--- config.mk ---
export PLATFORM = sky130hd
export DESIGN_NAME = state_seq_param_flat
export DESIGN_NICKNAME = d
export VERILOG_FILES = /design/src/rtl/state_seq_param_if.sv /design/src/rtl/state_seq_param.sv /design/src/flat_wrapper.sv
export SDC_FILE = /design/constraint.sdc
export NUM_CORES = 1
export LEC_CHECK = 0
export CAP_MARGIN = 20
export CORE_MARGIN = 2
export CORE_UTILIZATION = 38
export CTS_CLUSTER_DIAMETER = 40
export DETAILED_ROUTE_END_ITERATION = 16
export PLACE_DENSITY = 0.72
export SLEW_MARGIN = 0
export SYNTH_ARGS = -nofsm -noshare
export SYNTH_HDL_FRONTEND = slang
export SYNTH_SLANG_ARGS = --single-unit
export TNS_END_PERCENT = 100
--- constraint.sdc ---
create_clock -name clk -period 1.45 [get_ports clk]
set_clock_uncertainty 0.2 [all_clocks]
set_input_delay 0.435 -clock clk [delete_from_list [all_inputs] [get_ports clk]]
set_output_delay 0.435 -clock clk [all_outputs]
set_load 0.02 [all_outputs]
--- src/rtl/state_seq_param_if.sv ---
// Bus bundle for state_seq_param: step/load controls in, state encodings and pulses out.
// "master" is the block issuing step/load requests; "slave" is the sequencer.
interface state_seq_param_if #(
  parameter int unsigned NUM_STATES = 4
);
  localparam int unsigned BIN_W = (NUM_STATES > 1) ? $clog2(NUM_STATES) : 1;

  logic                  next_state;
  logic                  dir;
  logic                  load;
  logic [BIN_W-1:0]      load_state;
  logic [BIN_W-1:0]      state_binary;
  logic [NUM_STATES-1:0] state_onehot;
  logic [BIN_W-1:0]      state_gray;
  logic                  wrap;
  logic                  load_err;
  logic                  enc_err;

  modport master (
    output next_state, dir, load, load_state,
    input  state_binary, state_onehot, state_gray, wrap, load_err, enc_err
  );

  modport slave (
    input  next_state, dir, load, load_state,
    output state_binary, state_onehot, state_gray, wrap, load_err, enc_err
  );
endinterface

--- src/rtl/state_seq_param.sv ---
// Parametrised state sequencer: one state index in 0..NUM_STATES-1, presented as binary,
// one-hot and Gray, with up/down wrap stepping, range-checked load and a wrap pulse.
// Optional macro STATE_CHECK_EN adds a one-hot vs binary integrity checker driving enc_err;
// without it enc_err is tied low.
module state_seq_param #(
  parameter int unsigned NUM_STATES = 4
) (
  input logic               clk,
  input logic               rst_n,
  state_seq_param_if.slave  bus
);
  localparam int unsigned BIN_W = (NUM_STATES > 1) ? $clog2(NUM_STATES) : 1;
  localparam logic [BIN_W-1:0]      MaxState = BIN_W'(NUM_STATES - 1);
  localparam logic [NUM_STATES-1:0] OneHot0  = NUM_STATES'(1);

  logic [BIN_W-1:0]      bin_q, bin_d;
  logic [NUM_STATES-1:0] onehot_q, onehot_d;
  logic [BIN_W-1:0]      gray_q, gray_d;
  logic                  wrap_q, wrap_d;
  logic                  load_err_q, load_err_d;
  logic                  enc_err_q, enc_err_d;
  logic                  fault;

`ifdef STATE_CHECK_EN
  logic [NUM_STATES-1:0] bin_dec;

  // Fault if one-hot disagrees with the binary decode or carries no bit at all.
  always_comb begin
    bin_dec = OneHot0 << bin_q;
    fault   = (onehot_q != bin_dec) || (onehot_q == '0);
  end
`else
  assign fault = 1'b0;
`endif

  // Next state: fault recovery > load > step > hold; one-hot rotates independently of binary.
  always_comb begin
    bin_d      = bin_q;
    onehot_d   = onehot_q;
    wrap_d     = 1'b0;
    load_err_d = 1'b0;
    enc_err_d  = enc_err_q | fault;
    if (fault) begin
      bin_d    = '0;
      onehot_d = OneHot0;
    end else if (bus.load) begin
      if (bus.load_state <= MaxState) begin
        bin_d    = bus.load_state;
        onehot_d = OneHot0 << bus.load_state;
      end else begin
        load_err_d = 1'b1;
      end
    end else if (bus.next_state) begin
      if (bus.dir) begin
        onehot_d = {onehot_q[NUM_STATES-2:0], onehot_q[NUM_STATES-1]};
        if (bin_q == MaxState) begin
          bin_d  = '0;
          wrap_d = 1'b1;
        end else begin
          bin_d  = bin_q + BIN_W'(1);
        end
      end else begin
        onehot_d = {onehot_q[0], onehot_q[NUM_STATES-1:1]};
        if (bin_q == '0) begin
          bin_d  = MaxState;
          wrap_d = 1'b1;
        end else begin
          bin_d  = bin_q - BIN_W'(1);
        end
      end
    end
    // Gray is derived from the next binary value so it is registered in step with it.
    gray_d = bin_d ^ (bin_d >> 1);
  end

  // State and output registers, asynchronously cleared to state 0.
  always_ff @(posedge clk or negedge rst_n) begin
    if (!rst_n) begin
      bin_q      <= '0;
      onehot_q   <= OneHot0;
      gray_q     <= '0;
      wrap_q     <= 1'b0;
      load_err_q <= 1'b0;
      enc_err_q  <= 1'b0;
    end else begin
      bin_q      <= bin_d;
      onehot_q   <= onehot_d;
      gray_q     <= gray_d;
      wrap_q     <= wrap_d;
      load_err_q <= load_err_d;
      enc_err_q  <= enc_err_d;
    end
  end

  assign bus.state_binary = bin_q;
  assign bus.state_onehot = onehot_q;
  assign bus.state_gray   = gray_q;
  assign bus.wrap         = wrap_q;
  assign bus.load_err     = load_err_q;
  assign bus.enc_err      = enc_err_q;

endmodule

--- src/flat_wrapper.sv ---
// flat-port wrapper written by rule: the top's interface ports become plain ports
module state_seq_param_flat 
#(
  parameter int unsigned NUM_STATES = 4
)
  (clk, rst_n, bus_next_state, bus_dir, bus_load, bus_load_state, bus_state_binary, bus_state_onehot, bus_state_gray, bus_wrap, bus_load_err, bus_enc_err);
  state_seq_param_if #(.NUM_STATES(NUM_STATES)) bus_i ();
  input logic clk;
  input logic rst_n;
  input wire logic [$bits(bus_i.next_state)-1:0] bus_next_state;
  input wire logic [$bits(bus_i.dir)-1:0] bus_dir;
  input wire logic [$bits(bus_i.load)-1:0] bus_load;
  input wire logic [$bits(bus_i.load_state)-1:0] bus_load_state;
  output wire logic [$bits(bus_i.state_binary)-1:0] bus_state_binary;
  output wire logic [$bits(bus_i.state_onehot)-1:0] bus_state_onehot;
  output wire logic [$bits(bus_i.state_gray)-1:0] bus_state_gray;
  output wire logic [$bits(bus_i.wrap)-1:0] bus_wrap;
  output wire logic [$bits(bus_i.load_err)-1:0] bus_load_err;
  output wire logic [$bits(bus_i.enc_err)-1:0] bus_enc_err;
  assign bus_i.next_state = bus_next_state;
  assign bus_i.dir = bus_dir;
  assign bus_i.load = bus_load;
  assign bus_i.load_state = bus_load_state;
  assign bus_state_binary = bus_i.state_binary;
  assign bus_state_onehot = bus_i.state_onehot;
  assign bus_state_gray = bus_i.state_gray;
  assign bus_wrap = bus_i.wrap;
  assign bus_load_err = bus_i.load_err;
  assign bus_enc_err = bus_i.enc_err;
  state_seq_param #(.NUM_STATES(NUM_STATES)) u_core (.clk(clk), .rst_n(rst_n), .bus(bus_i));
endmodule
==> out/metrics.cfg <==
[cts]
root_buffer=clkbuf_4
clk_latency_ps=260
cts_tree=built
cts.sink_count=8
htreeDepth=1
cts.clk_slew.worst_paths_ps=60
cts_buffers=3
hold_buffers=0
clk_path_buf_depth=2

[cells_and_area]
post-route-util=0.657
num-fill-cells=106
drive_gt1_frac=0.538
regArea_sq_um=204
nets=90
multi_input_area_sq_um=324
fin_cells=95
layout_commonest_cell=buf_4
syn_to_final_growth_pct=64.9
final_cell_mix=16 x buf_4, 6 x nand2_1, 5 x buf_2, 5 x buf_6, 5 x dfrtp_1
final_cell_area_sq_um=833
num_antenna_cells=0

[grt]
grt_max_degree=9
overflow=0
grt_use_total=0.190
grt_pass1_vias=416
antenna_found_initial=0
grt_pass1_wl_um=1940

[critical_path]
cp_max_fo=4
r2r-end=u_core.bus.state_gray[0]
ff2ff_path_depth=6
reg2reg_slack_ps=-100
crit_type=flip-flop to flip-flop
cp.arrival_ps=1480
cp_data_required_time_ps=1380
rr_startpoint=u_core.bus.state_binary[1]
crit_path_start_kind=flip-flop
endpoint_kind=flip-flop
startpoint=u_core.bus.state_binary[1]
crit_end=u_core.bus.state_gray[0]

[sta]
setup_viol=5
fin_crit_sh=1.07
whs_ps=263
rsz0062_at_grt=true
layout_setup_ws_ps=-100
slew_viol_final=0
hold_viol=0
setup_tns_ps=-296
timing.fmax_mhz=645
fin_crit_ps=1550

[placement]
placed_area_sq_um=753
dp_hpwl_um=829
gp_congestion=0.709
io_buffers=15
placed_cells=90

[drt]
drcViolationCount=0
final_antenna_net_count=0
wl_per_cell_um=13.7
drt-initial-drc-count=21
vias=473
dr.pass1.iters=4
drt_wl_total_um=1310
via_per_inst=4.98

[status]
status=finished with violations
violations=negative setup slack

[floorplan]
fp.dieArea_sq_mm=0.00164
die_w_um=40.5
rows=13
die_h_um=40.5
ios=18
start_util=0.398
core_sq_mm=0.00127

[power_and_ir_drop]
p_int_mw=0.527
power_switching_share=0.339
pwr-share-seq=0.345
peakVddDrop_mv=0.655
clock_power_share=0.234
p_sw_mw=0.270
p_leak_nw=0.402
pwr_density_cell_mw_per_mm2=957
comb_power_share=0.420

[yosys]
syn-cell-area_sq_um=505
netlist_instances=50
ys_ff_latch=8
avgSynthCellArea_sq_um=10.1
yosysWarnings=0
ys_seq_area_frac=0.399
ys_types=23

[run]
cap_violations=0

[min_path]
timing.hold.worst.class=input pin to async pin

-- area by class of cell --
type,instances,share of cell area
timing repair buffer,31,0.299
clock buffer,4,0.0315
sequential,8,0.245
inverter,3,0.0135
tap,15,0.0225
multi-input combinational,34,0.389
-- worst min path at each step --
stage | endpoint | slack (ps)
finish | u_core.bus.wrap | 260
global route | u_core.bus.wrap | 260
CTS | u_core.bus.wrap | 260
detailed placement | u_core.bus.state_onehot[2] | 470
global placement | u_core.bus.state_onehot[2] | 460
floorplan | u_core.bus.state_binary[0] | -60
-- cell usage after synthesis --
master,instances,area [sq um]
o22ai_1,3,18.8
xnor2_1,1,8.76
xor2_1,1,8.76
dfstp_2,1,26.3
mux2i_1,4,40.0
o21a_1,1,7.51
o311ai_2,2,32.5
ha_1,2,25.0
o21ai_1,1,5.00
and2_1,1,6.26
nor2b_1,1,6.26
a21oi_1,1,5.00
buf_4,4,30.0
a211o_2,1,10.0
o21ai_0,4,20.0
nand2_1,6,22.5
nor2b_2,1,8.76
nor2_1,1,3.75
dfrtp_1,7,175
inv_1,3,11.3
or2b_1,1,7.51
conb_1,1,3.75
buf_6,2,22.5
-- critical path, stage by stage (launching register included) --
cell and delay (ps):
dfrtp_2 410, inv_2 60, ha_4 150, nor2b_4 130, o21ai_4 150, o311ai_4 130, xor2_1 190
-- power groups by stage --
stage	combinational (mW)	clock, mW	sequential [mW]
after detailed placement	0.298	0	0.275
final	0.335	0.187	0.275
after CTS	0.305	0.197	0.272
after floorplan	0.122	0	0.314
after global placement	0.297	0	0.275
after global routing	0.358	0.207	0.279
-- repair_timing --
item / CTS / global route
resized for setup: 54 / 10
pin swaps: 5 / 1
buffers inserted: 0 / 1
endpoints found under the setup margin: 16 / 9
-- registers in the layout, indices dropped and copies added (netlist names) --
signal                   cells
u_core.bus.state_gray        1
u_core.bus.state_binary      2
u_core.bus.state_onehot      4
u_core.bus.wrap              1
-- cells by family (layout without fill, tap and decap cells) --
group,count (synthesis),count (layout),share of synthesized area
flip-flops,8,8,0.399
buffers and inverters,9,38,0.126
AND/OR/NAND/NOR,11,11,0.109
adder cells (fa/ha/maj),2,2,0.0495
multiplexers,4,4,0.0792
AO/OA/AOI/OAI,13,13,0.196
other,1,2,0.00742
XOR/XNOR,2,2,0.0347
-- stage by stage --
| stage | worst slack [ps] | power (mW) |
|---|---|---|
| floorplan | -76.2 | 0.436 |
| global placement | -472 | 0.572 |
| detailed placement | -483 | 0.573 |
| CTS | -92.3 | 0.774 |
| global route | -161 | 0.843 |
| finish | -100 | 0.797 |
-- metal layers --
layer,vias up,part of all wire,wire (um),global-route usage
met5,-,0,0,0
met4,0,0,0,0.0750
met3,0,0.070,91,0.0500
met2,23,0.50,659,0.313
met1,222,0.42,555,0.232
li1,228,-,-,-
Power figures use the tool's default switching activity.
